--- config.mk ---
export PLATFORM = sky130hd
export DESIGN_NAME = score_display_bcd
export DESIGN_NICKNAME = d
export VERILOG_FILES = /design/src/rtl/score_disp_pkg.sv /design/src/rtl/score_display_bcd_seg7_decode.sv /design/src/rtl/score_display_bcd.sv
export SDC_FILE = /design/constraint.sdc
export NUM_CORES = 1
export LEC_CHECK = 0
export ABC_CLOCK_PERIOD_IN_PS = 2900
export CAP_MARGIN = 15
export CORE_UTILIZATION = 55
export DETAILED_ROUTE_END_ITERATION = 12
export HOLD_SLACK_MARGIN = 0.02
export PLACE_DENSITY = 0.76
export SYNTH_ARGS = -nofsm -noshare
export SYNTH_HDL_FRONTEND = slang
export SYNTH_HIERARCHICAL = 1
export SYNTH_SLANG_ARGS = --single-unit
--- constraint.sdc ---
create_clock -name clk -period 2.9 [get_ports clk]
set_clock_uncertainty 0.05 [all_clocks]
set_input_delay 0.435 -clock clk [delete_from_list [all_inputs] [get_ports clk]]
set_output_delay 0.435 -clock clk [all_outputs]
set_load 0.05 [all_outputs]
--- src/rtl/score_disp_pkg.sv ---
// Shared constants for the BCD score display: segment patterns, FSM states
// and the double-dabble adjust step used by the serial converter.
package score_disp_pkg;

  typedef enum logic [1:0] {
    ST_IDLE   = 2'd0,
    ST_SHIFT  = 2'd1,
    ST_COMMIT = 2'd2
  } state_e;

  // Active-low segments, bit 6 = g ... bit 0 = a.
  localparam logic [6:0] SEG_0     = 7'b1000000;
  localparam logic [6:0] SEG_1     = 7'b1111001;
  localparam logic [6:0] SEG_2     = 7'b0100100;
  localparam logic [6:0] SEG_3     = 7'b0110000;
  localparam logic [6:0] SEG_4     = 7'b0011001;
  localparam logic [6:0] SEG_5     = 7'b0010010;
  localparam logic [6:0] SEG_6     = 7'b0000010;
  localparam logic [6:0] SEG_7     = 7'b1111000;
  localparam logic [6:0] SEG_8     = 7'b0000000;
  localparam logic [6:0] SEG_9     = 7'b0010000;
  localparam logic [6:0] SEG_BLANK = 7'b1111111;
  localparam logic [6:0] SEG_DASH  = 7'b0111111;

  // Seven BCD digits hold any 20-bit score (max 1048575), so the converter
  // always has headroom above the displayed digits for overflow detection.
  localparam int BCD_DIGITS = 7;
  localparam int BCD_W      = 4 * BCD_DIGITS;

  // Add 3 to every nibble >= 5 ahead of the next left shift.
  function automatic logic [BCD_W-1:0] dabble_adjust(input logic [BCD_W-1:0] b);
    logic [BCD_W-1:0] r;
    r = b;
    for (int i = 0; i < BCD_DIGITS; i++) begin
      if (b[4*i +: 4] >= 4'd5) begin
        r[4*i +: 4] = b[4*i +: 4] + 4'd3;
      end
    end
    return r;
  endfunction

endpackage

--- src/rtl/score_display_bcd_seg7_decode.sv ---
// One BCD digit to active-low seven-segment pattern; codes 10-15 show blank.
module seg7_decode
  import score_disp_pkg::*;
(
  input  logic [3:0] bcd,
  output logic [6:0] seg
);

  // Pure lookup, no state.
  always_comb begin
    seg = SEG_BLANK;
    case (bcd)
      4'd0: seg = SEG_0;
      4'd1: seg = SEG_1;
      4'd2: seg = SEG_2;
      4'd3: seg = SEG_3;
      4'd4: seg = SEG_4;
      4'd5: seg = SEG_5;
      4'd6: seg = SEG_6;
      4'd7: seg = SEG_7;
      4'd8: seg = SEG_8;
      4'd9: seg = SEG_9;
      default: seg = SEG_BLANK;
    endcase
  end

endmodule

--- src/rtl/score_display_bcd.sv ---
// Binary score to multi-digit seven-segment display via serial double-dabble,
// with leading-zero blanking, overflow dashes and optional flash-on-change.
//
// state     | meaning
// ----------+-------------------------------------------------------------
// ST_IDLE   | ready high; waits for score_valid, captures score on accept
// ST_SHIFT  | one double-dabble shift per cycle, SCORE_W cycles
// ST_COMMIT | converted value goes to display regs, done pulses, back to idle
module score_display_bcd
  import score_disp_pkg::*;
#(
  parameter int NUM_DIGITS   = 2,
  parameter int SCORE_W      = 7,
  parameter int BLANK_LZ     = 1,
  parameter int FLASH_CYCLES = 0,
  parameter int FLASH_SHIFT  = 3
) (
  input  logic                    clk,
  input  logic                    reset,
  input  logic [SCORE_W-1:0]      score,
  input  logic                    score_valid,
  output logic                    ready,
  output logic                    done,
  output logic                    overflow,
  output logic [NUM_DIGITS*7-1:0] seg7
);

  localparam int CNT_W    = $clog2(SCORE_W + 1);
  localparam int FL_W_RAW = $clog2(FLASH_CYCLES + 1);
  // The counter must be wide enough both for the load value and the phase bit.
  localparam int FL_W     = (FL_W_RAW > FLASH_SHIFT + 1) ? FL_W_RAW : FLASH_SHIFT + 1;
  localparam int DISP_W   = 4 * NUM_DIGITS;

  state_e              state_q, state_d;
  logic [SCORE_W-1:0]  bin_q, bin_d;
  logic [BCD_W-1:0]    bcd_q, bcd_d;
  logic [CNT_W-1:0]    cnt_q, cnt_d;
  logic [DISP_W-1:0]   disp_q, disp_d;
  logic                ovf_q, ovf_d;
  logic                done_q, done_d;
  logic [FL_W-1:0]     flash_q, flash_d;

  logic [BCD_W-1:0]    adj;
  logic [DISP_W-1:0]   new_digits;
  logic                new_ovf;
  logic                changed;
  logic                flash_blank;
  logic                upper_zero;
  logic [6:0]          dec_seg [NUM_DIGITS];

  assign new_digits = bcd_q[DISP_W-1:0];
  assign new_ovf    = |bcd_q[BCD_W-1:DISP_W];
  // Two overflowing values look identical (all dashes), so they are not a change.
  assign changed    = (new_ovf != ovf_q) || (!new_ovf && (new_digits != disp_q));
  assign adj        = dabble_adjust(bcd_q);

  // State register plus datapath flops; reset aborts any conversion in flight.
  always_ff @(posedge clk) begin
    if (!reset) begin
      state_q <= ST_IDLE;
      bin_q   <= '0;
      bcd_q   <= '0;
      cnt_q   <= '0;
      disp_q  <= '0;
      ovf_q   <= 1'b0;
      done_q  <= 1'b0;
      flash_q <= '0;
    end else begin
      state_q <= state_d;
      bin_q   <= bin_d;
      bcd_q   <= bcd_d;
      cnt_q   <= cnt_d;
      disp_q  <= disp_d;
      ovf_q   <= ovf_d;
      done_q  <= done_d;
      flash_q <= flash_d;
    end
  end

  // Next-state, shift datapath, commit and flash down-counter.
  always_comb begin
    state_d = state_q;
    bin_d   = bin_q;
    bcd_d   = bcd_q;
    cnt_d   = cnt_q;
    disp_d  = disp_q;
    ovf_d   = ovf_q;
    done_d  = 1'b0;
    flash_d = (flash_q != '0) ? flash_q - FL_W'(1) : flash_q;

    case (state_q)
      ST_IDLE: begin
        if (score_valid) begin
          bin_d   = score;
          bcd_d   = '0;
          cnt_d   = CNT_W'(SCORE_W);
          state_d = ST_SHIFT;
        end
      end
      ST_SHIFT: begin
        bcd_d = (adj << 1) | BCD_W'(bin_q[SCORE_W-1]);
        bin_d = bin_q << 1;
        cnt_d = cnt_q - CNT_W'(1);
        if (cnt_q == CNT_W'(1)) begin
          state_d = ST_COMMIT;
        end
      end
      ST_COMMIT: begin
        state_d = ST_IDLE;
        done_d  = 1'b1;
        disp_d  = new_digits;
        ovf_d   = new_ovf;
        if ((FLASH_CYCLES > 0) && changed) begin
          flash_d = FL_W'(FLASH_CYCLES);
        end
      end
      default: state_d = ST_IDLE;
    endcase
  end

  for (genvar g = 0; g < NUM_DIGITS; g++) begin : g_dec
    seg7_decode u_dec (
      .bcd (disp_q[4*g +: 4]),
      .seg (dec_seg[g])
    );
  end

  assign flash_blank = (flash_q != '0) && flash_q[FLASH_SHIFT];

  // Output digits from the committed value: flash blank > dash > leading-zero blank.
  always_comb begin
    seg7       = '1;
    upper_zero = 1'b1;
    for (int i = NUM_DIGITS - 1; i >= 0; i--) begin
      upper_zero = upper_zero && (disp_q[4*i +: 4] == 4'd0);
      if (flash_blank) begin
        seg7[7*i +: 7] = SEG_BLANK;
      end else if (ovf_q) begin
        seg7[7*i +: 7] = SEG_DASH;
      end else if ((BLANK_LZ != 0) && (i != 0) && upper_zero) begin
        seg7[7*i +: 7] = SEG_BLANK;
      end else begin
        seg7[7*i +: 7] = dec_seg[i];
      end
    end
  end

  assign ready    = (state_q == ST_IDLE);
  assign done     = done_q;
  assign overflow = ovf_q;

endmodule
==> out/summary.txt, run 1 <==
result of the run = complete, no violations
startpoint class of the critical path = flip-flop
RSZ-0062 raised after global routing = no
biggest fanout along the worst timing path = 7
vias per std cell = 5.36
post-synth cell types = 45
Clock Tree Root = clkbuf_8
Site Rows = 27
buffer depth of the longest clock path = 2
most frequent cells in the layout = dfxtp_1 (54), nand2_1 (51), o21ai_0 (50), a21oi_1 (37), ha_1 (32)
count of mapped cells out of synthesis = 398
first-pass detailed-route iteration total = 4
width of the die = 77.6 microns
max-slew violation total from the final report = 0
share of synthesized flip-flops with an asynchronous set or reset = 0
number of antenna violations at the first check in global routing = 0
static power due to leakage = 0.00135 uW
number of hold violations in the final report = 0
I/O pin count = 27
shortest period the worst path allows = 2.76 ns
effective utilization at floorplan = 0.571
HPWL Detailed = 4350 microns
final setup fails = 0
clock tree from TritonCTS = built
routability congestion estimate from global placement = 0.825
prevailing post-synth register cell = dfxtp_1
Final Cycle Share = 0.952
vias = 2,631
total global routing track utilization = 0.223
fraction of the yosys area taken by sequential cells = 0.344
full die area = 6020 sq um
Fmax achieved = 0.362 GHz
Inserted Diodes = 0
post-route design area = 3550 sq um
register clock-pin slew on the reported worst setup and hold paths = 0.09 ns
type of element capturing the critical path = output port
number of warning messages in the yosys log = 6
buffers and inverters on the worst path = 2
most common cell after layout, fill and taps aside = dfxtp_1
start-to-end type of the worst setup path = flip-flop to output port
y dimension of the die = 77.6 microns
Worst Path Arrival = 2.28 ns
number of global-route vias before repair = 2,532
total of fill cells in the finished design = 495
number of nets in the synthesized netlist = 440
cell type with the highest aggregate area in the netlist = dfxtp_1
area share of the largest cell type after synthesis = 0.344
peak ir drop on the vdd network = 0.373 mV
total power consumption of the routed design = 1750 uW
total cell area at the placement stage = 3430 sq um
slew at the pin with the worst max-slew slack = 0.778 ns
average routed wire per standard cell = 12.5 microns
pin count of the biggest net entering global routing = 22
Mapped Area = 3140 sq um
accumulated negative setup slack = 0 ns
worst-path cell chain = inv_1 -> ha_1 -> nand2_1 -> o21ai_0 -> o21ai_0 -> or3_1 -> clkdlybuf4s50_1
relative max-transition margin = 0.481
ratio of total power to cell area = 494 nW/um^2
TritonCTS sink count = 54
Total Nets Final = 460
Iteration-0 DRC Markers = 99
count of unresolved DRC violations after routing = 0
CTS H-tree depth = 2
master of the slowest instance on the critical path = clkdlybuf4s50_1
max-cap violations = 0
synthesized flop and latch total = 54
peak per-stage delay on the critical path = 0.79 ns
Clock Latency Late Sink = 0.31 ns
hold crit path type = flip-flop to flip-flop
number of I/O port buffers = 26
wire length reported by the detailed router = 6120 microns
area of the placeable core = 5510 sq um
library cell appearing most often on the critical path = o21ai_0
Top delay family on crit path = buffers and inverters
critical path data required time = 2.41 ns
mean area per synthesized cell = 7.89 sq um
top post-synthesis cells by area = dfxtp_1 (34%), ha_1 (13%), o21ai_0 (8.0%)
first-pass GRT wire length = 10,900 microns
total global routing overflow = 0
EDFF count, synth = 0
layout overhead on the synthesized area = 13.0%
final antenna-violating net count = 0
fraction of layout instances using a drive strength above 1 = 0.0621
CTS Buf Count = 5
hold buffer count at CTS = 0
[synthesized netlist by cell type, types with 10 or more instances]
cell type,count
nand2b_1,21
buf_2,10
nor2_1,27
dfxtp_1,54
inv_1,27
nand2_1,51
o21ai_0,50
nor3_1,10
a21oi_1,37
ha_1,32
[routing by layer]
layer	vias up	wire (microns)	global-route usage
li1	1384	-	-
met1	1204	2870	0.260
met2	36	3020	0.405
met3	7	158	0.0353
met4	0	71	0.0887
met5	-	0	0
[cell families (layout without fill, tap and decap cells)]
kind of cell / Yosys count / in the layout / share of synthesized area
AO/OA/AOI/OAI: 107 / 107 / 0.188
XOR/XNOR: 14 / 14 / 0.0390
adder cells (fa/ha/maj): 32 / 32 / 0.127
buffers and inverters: 46 / 67 / 0.0637
flip-flops: 54 / 54 / 0.344
multiplexers: 8 / 8 / 0.0287
AND/OR/NAND/NOR: 137 / 137 / 0.209
[repair_timing]
item	in CTS	in global routing
setup endpoints to repair	2	7
setup buffers	0	0
resized for setup	2	7
pin swaps	0	0
[area by class of cell]
| class | instances | area (sq um) | share of cell area |
|---|---|---|---|
| Multi-Input combinational cell | 298 | 1860 | 0.524 |
| Clock buffer | 5 | 68.8 | 0.0194 |
| Tap cell | 72 | 90.1 | 0.0254 |
| Sequential cell | 54 | 1080 | 0.304 |
| Timing Repair Buffer | 29 | 298 | 0.0839 |
| Inverter | 30 | 113 | 0.0317 |
| Clock inverter | 3 | 40.0 | 0.0113 |
[metrics by stage]
stage,hold slack [ns],utilization,worst slack [ns],std cells
after floorplan,0.375,-,0.837,398
after global placement,0.388,0.622,0.325,483
after detailed placement,0.405,0.622,0.283,483
after CTS,0.431,0.642,0.00855,491
after global routing,0.450,0.645,0.0120,491
final,0.432,0.645,0.139,491
[state kept, by name, indices dropped and copies added (netlist names)]
| name | count |
|---|---|
| state_q | 2 |
| done | 1 |
| overflow | 1 |
| bin_q | 7 |
| flash_q | 4 |
| cnt_q | 3 |
| bcd_q | 28 |
| disp_q | 8 |
[worst paths after layout]
kind | startpoint | slack, ns | cells after the start | end
worst max-delay path | disp_q[1] | 0.14 | 7 | seg7[4]
worst min-delay path | cnt_q[2] | 0.43 | 1 | state_q[1]
worst max register to register | state_q[0] | 1.02 | 4 | bcd_q[16]
worst min register to register | cnt_q[2] | 0.43 | 1 | state_q[1]
[power by group]
| group | switching [uW] | internal, uW | total, uW |
|---|---|---|---|
| clock network | 244 | 254 | 498 |
| logic | 276 | 158 | 435 |
| registers | 41.8 | 780 | 822 |
| total | 561 | 1190 | 1750 |
Note: power is estimated with default switching activity, not from simulation.
==> inputs of run 2 (changes only) <==
--- a/config.mk
+++ b/config.mk
@@ -10,7 +10,7 @@
 export CORE_UTILIZATION = 55
 export DETAILED_ROUTE_END_ITERATION = 12
 export HOLD_SLACK_MARGIN = 0.02
-export PLACE_DENSITY = 0.76
+export PLACE_DENSITY = 0.86
 export SYNTH_ARGS = -nofsm -noshare
 export SYNTH_HDL_FRONTEND = slang
 export SYNTH_HIERARCHICAL = 1
==> out/summary.txt, run 2 (same netlist as run 1, synthesis figures left out) <==
max-slew violation total from the final report = 0
RSZ-0062 raised after global routing = no
fraction of layout instances using a drive strength above 1 = 0.0622
Site Rows = 27
full die area = 6020 sq um
pin count of the biggest net entering global routing = 24
worst hold margin = 0.411 ns
clock tree from TritonCTS = built
worst-path cell chain = or2b_1 -> a21oi_1 -> nor2_1 -> or3_1 -> clkdlybuf4s50_1
y dimension of the die = 77.6 microns
max-cap violations = 0
relative max-transition margin = 0.503
Worst Path Arrival = 2.28 ns
pre-CTS setup slack = 0.235 ns
first-pass detailed-route iteration total = 4
count of unresolved DRC violations after routing = 0
static power due to leakage = 0.00133 uW
flip-flop count of the largest register after layout = 28
Final Cycle Share = 0.953
Inserted Diodes = 0
peak ir drop on the vdd network = 0.371 mV
Fmax achieved = 0.362 GHz
ratio of total power to cell area = 490 nW/um^2
area of the placeable core = 5510 sq um
vias = 2,697
accumulated negative setup slack = 0 ns
effective utilization at floorplan = 0.571
final antenna-violating net count = 0
slew at the pin with the worst max-slew slack = 0.746 ns
wire length reported by the detailed router = 6310 microns
Total Nets Final = 459
number of I/O port buffers = 26
TritonCTS sink count = 54
CTS H-tree depth = 2
result of the run = complete, no violations
peak per-stage delay on the critical path = 0.70 ns
post-route setup slack = 0.136 ns
registers with the most flip-flops = bcd_q (28), disp_q (8), bin_q (7)
average routed wire per standard cell = 12.9 microns
total global routing track utilization = 0.227
first-pass GRT wire length = 11,100 microns
buffers and inverters on the worst path = 1
Clock Latency Late Sink = 0.30 ns
final setup fails = 0
buffer depth of the longest clock path = 2
register clock-pin slew on the reported worst setup and hold paths = 0.09 ns
routability congestion estimate from global placement = 0.826
most common cell after layout, fill and taps aside = dfxtp_1
total of fill cells in the finished design = 464
hold crit path type = flip-flop to flip-flop
CTS Buf Count = 5
shortest period the worst path allows = 2.76 ns
start-to-end type of the worst setup path = flip-flop to output port
most frequent cells in the layout = dfxtp_1 (54), nand2_1 (51), o21ai_0 (50), a21oi_1 (37), ha_1 (32)
number of hold violations in the final report = 0
type of element capturing the critical path = output port
total global routing overflow = 0
master of the slowest instance on the critical path = clkdlybuf4s50_1
biggest fanout along the worst timing path = 12
vias per std cell = 5.50
number of antenna violations at the first check in global routing = 0
Iteration-0 DRC Markers = 128
Clock Tree Root = clkbuf_8
number of global-route vias before repair = 2,510
Largest Register = bcd_q
HPWL Detailed = 4370 microns
layout overhead on the synthesized area = 12.8%
startpoint class of the critical path = flip-flop
width of the die = 77.6 microns
critical path data required time = 2.41 ns
Top delay family on crit path = buffers and inverters
I/O pin count = 27
-- run 2: changes by cell type in the layout (fill, tap and decap cells not counted) --
| cell | before | now |
|---|---|---|
| clkbuf_8 | 5 | 8 |
| clkinv_2 | 2 | 0 |
| dlymetal6s2s_1 | 7 | 5 |
| buf_4 | 3 | 2 |
| bufinv_16 | 1 | 0 |
| clkdlybuf4s50_1 | 17 | 18 |
| dlygate4sd2_1 | 2 | 3 |
| nor3_1 | 10 | 9 |
| nor3_2 | 0 | 1 |
-- run 2: worst reg2reg max path, stage by stage (launching register included) --
cell	delay, ns
dfxtp_1	0.62
inv_2	0.16
nor2_4	0.32
nand2_2	0.32
o31ai_1	0.34
-- run 2: area by class of cell --
type	instances	area, sq um	share of cell area
clock buffers	8	110	0.0311
multi-input cells	298	1870	0.526
well taps	72	90.1	0.0254
flip-flops and latches	54	1080	0.305
repair buffers	28	284	0.0802
inverters	30	113	0.0318
-- run 2: power breakdown --
part / internal [uW] / switching [uW]
Sequential: 780 / 45.1
Combinational: 160 / 278
Clock: 241 / 234
Total: 1180 / 556
-- run 2: repair_timing --
| action | in CTS | in global routing |
|---|---|---|
| hold buffers | 0 | 0 |
| setup endpoints to repair | 3 | 7 |
| hold endpoints to repair | 0 | 0 |
| gates resized for setup | 3 | 6 |
| buffers inserted | 0 | 0 |
| cloned | 0 | 0 |
-- run 2: path summary, 6_finish.rpt --
check,start,endpoint,depth (start not counted),slack [ns]
worst max-delay path,disp_q[3],seg7[5],5,0.14
worst min-delay path,bcd_q[25],bcd_q[25],2,0.41
worst max register to register,state_q[0],bcd_q[20],4,0.98
worst min register to register,bcd_q[25],bcd_q[25],2,0.41
-- run 2: per-layer routing --
| metal | GRT usage | wire length (microns) | part of all wire |
|---|---|---|---|
| met1 | 0.278 | 2840 | 0.45 |
| met2 | 0.400 | 3180 | 0.50 |
| met3 | 0.0365 | 180 | 0.029 |
| met4 | 0.0755 | 102 | 0.016 |
| met5 | 0 | 0 | 0 |
-- run 2: through the flow --
stage               std cells  total power (uW)  cell area (sq um)  utilization
floorplan                 398              1160               3140            -
global placement          482              1280               3420        0.621
detailed placement        482              1290               3420        0.621
CTS                       490              1750               3530        0.640
global route              490              1820               3540        0.643
finish                    490              1740               3540        0.643
==> inputs of run 3 (changes only) <==
--- a/config.mk
+++ b/config.mk
@@ -7,10 +7,12 @@
 export LEC_CHECK = 0
 export ABC_CLOCK_PERIOD_IN_PS = 2900
 export CAP_MARGIN = 15
-export CORE_UTILIZATION = 55
+export CELL_PAD_IN_SITES_DETAIL_PLACEMENT = 1
+export CELL_PAD_IN_SITES_GLOBAL_PLACEMENT = 2
+export CORE_UTILIZATION = 36
 export DETAILED_ROUTE_END_ITERATION = 12
 export HOLD_SLACK_MARGIN = 0.02
-export PLACE_DENSITY = 0.86
+export PLACE_DENSITY = 0.93
 export SYNTH_ARGS = -nofsm -noshare
 export SYNTH_HDL_FRONTEND = slang
 export SYNTH_HIERARCHICAL = 1
==> out/summary.txt, run 3 (same netlist as run 1, synthesis figures left out) <==
type of element capturing the critical path = output port
total cell area at the placement stage = 3480 sq um
CTS Buf Count = 5
Iteration-0 DRC Markers = 74
most frequent cells in the layout = dfxtp_1 (54), nand2_1 (51), o21ai_0 (50), a21oi_1 (37), ha_1 (32)
full die area = 9100 sq um
result of the run = complete, no violations
peak per-stage delay on the critical path = 0.79 ns
pin count of the biggest net entering global routing = 22
Clock Latency Late Sink = 0.30 ns
hold buffer count at CTS = 0
y dimension of the die = 95.4 microns
final setup fails = 0
Site Rows = 33
master of the slowest instance on the critical path = clkdlybuf4s50_1
Post-CTS Setup Bufs = 0
top routing layer in use = met4
relative max-transition margin = 0.468
register clock-pin slew on the reported worst setup and hold paths = 0.09 ns
I/O pin count = 27
clock tree from TritonCTS = built
critical path data required time = 2.41 ns
worst-path cell chain = nor4_1 -> nor3_1 -> buf_4 -> nand2b_1 -> clkdlybuf4s50_1
number of global-route vias before repair = 2,852
slew at the pin with the worst max-slew slack = 0.798 ns
max-slew violation total from the final report = 0
number of antenna violations at the first check in global routing = 0
most common cell after layout, fill and taps aside = dfxtp_1
buffer depth of the longest clock path = 2
peak ir drop on the vdd network = 0.227 mV
accumulated negative setup slack = 0 ns
Critical R2R Launch = state_q[0]
hold crit path type = flip-flop to flip-flop
metal1 wirelength = 3250 microns
layout overhead on the synthesized area = 14.0%
routed length on met3 = 133 microns
static power due to leakage = 0.00134 uW
biggest fanout along the worst timing path = 12
startpoint class of the critical path = flip-flop
RSZ-0062 raised after global routing = no
max-cap violations = 0
R2R Setup Slk = 0.99 ns
flip-flop count of the largest register after layout = 28
Largest Register = bcd_q
post-cts resize count = 3
Fmax achieved = 0.368 GHz
Worst Path Arrival = 2.23 ns
shortest period the worst path allows = 2.72 ns
met2 wire len = 3730 microns
start-to-end type of the worst setup path = flip-flop to output port
final antenna-violating net count = 0
registers with the most flip-flops = bcd_q (28), disp_q (8), bin_q (7)
average routed wire per standard cell = 13.7 microns
count of unresolved DRC violations after routing = 0
Clock Tree Root = clkbuf_8
number of I/O port buffers = 26
first-pass detailed-route iteration total = 4
area of the placeable core = 8340 sq um
post-route design area = 3580 sq um
Total Nets Final = 462
effective utilization at floorplan = 0.377
first-pass GRT wire length = 12,800 microns
vias per std cell = 5.15
ratio of total power to cell area = 472 nW/um^2
total global routing track utilization = 0.177
launch instance of the worst min-delay path = bcd_q[25]
width of the die = 95.4 microns
routability congestion estimate from global placement = 0.745
HPWL Detailed = 5370 microns
TritonCTS sink count = 54
total global routing overflow = 0
Critical Path Start = disp_q[6]
Inserted Diodes = 0
fraction of layout instances using a drive strength above 1 = 0.0621
CTS H-tree depth = 2
wire length reported by the detailed router = 7160 microns
number of hold violations in the final report = 0
vias = 2,701
Final Cycle Share = 0.937
## run 3: cell types whose count changed in the layout (fill, tap and decap cells not counted)
cell,previous run,this run
nor3_1,9,10
buf_4,2,5
clkbuf_8,8,6
clkdlybuf4s50_1,18,15
nor3_2,1,0
dlymetal6s2s_1,5,8
## run 3: cell type report
class	count	area (sq um)
Inverter	30	113
Fill cell	1030	4760
Clock buffer	6	82.6
Multi-Input combinational cell	298	1860
Tap cell	105	131
Sequential cell	54	1080
Timing Repair Buffer	31	314
## run 3: final timing paths
| check | endpoint | cells after the start |
|---|---|---|
| worst min register to register | bcd_q[25] | 2 |
| worst max-delay path | seg7[9] | 5 |
| worst min-delay path | bcd_q[25] | 2 |
| worst max register to register | bcd_q[16] | 4 |
## run 3: worst max-delay path, delay by kind of cell, from the launching register on
| family | cells | cell delay (ns) |
|---|---|---|
| buffers and inverters | 2 | 0.96 |
| DFF | 1 | 0.43 |
| and+or+nand+nor | 3 | 0.53 |
## run 3: layer usage
| layer | track usage | up-vias |
|---|---|---|
| met5 | 0 | - |
| met4 | 0.0460 | 0 |
| met3 | 0.0295 | 4 |
| met2 | 0.328 | 20 |
| met1 | 0.209 | 1291 |
| li1 | - | 1386 |
## run 3: report_power, final
part / total (uW) / switching, uW / leakage, uW / internal, uW
sequential: 825 / 44.2 / 0.000439 / 781
clock: 424 / 239 / 0.0000431 / 185
combinational: 440 / 283 / 0.000862 / 157
## run 3: through the flow
stage | hold WS [ns] | cells | total power [uW] | setup WS [ns] | utilization
floorplan | 0.375 | 398 | 1160 | 0.837 | -
global placement | 0.387 | 518 | 1290 | 0.316 | 0.418
detailed placement | 0.397 | 518 | 1300 | 0.215 | 0.418
CTS | 0.420 | 524 | 1720 | 0.00376 | 0.427
global route | 0.453 | 524 | 1790 | 0.0166 | 0.429
finish | 0.421 | 524 | 1690 | 0.182 | 0.429
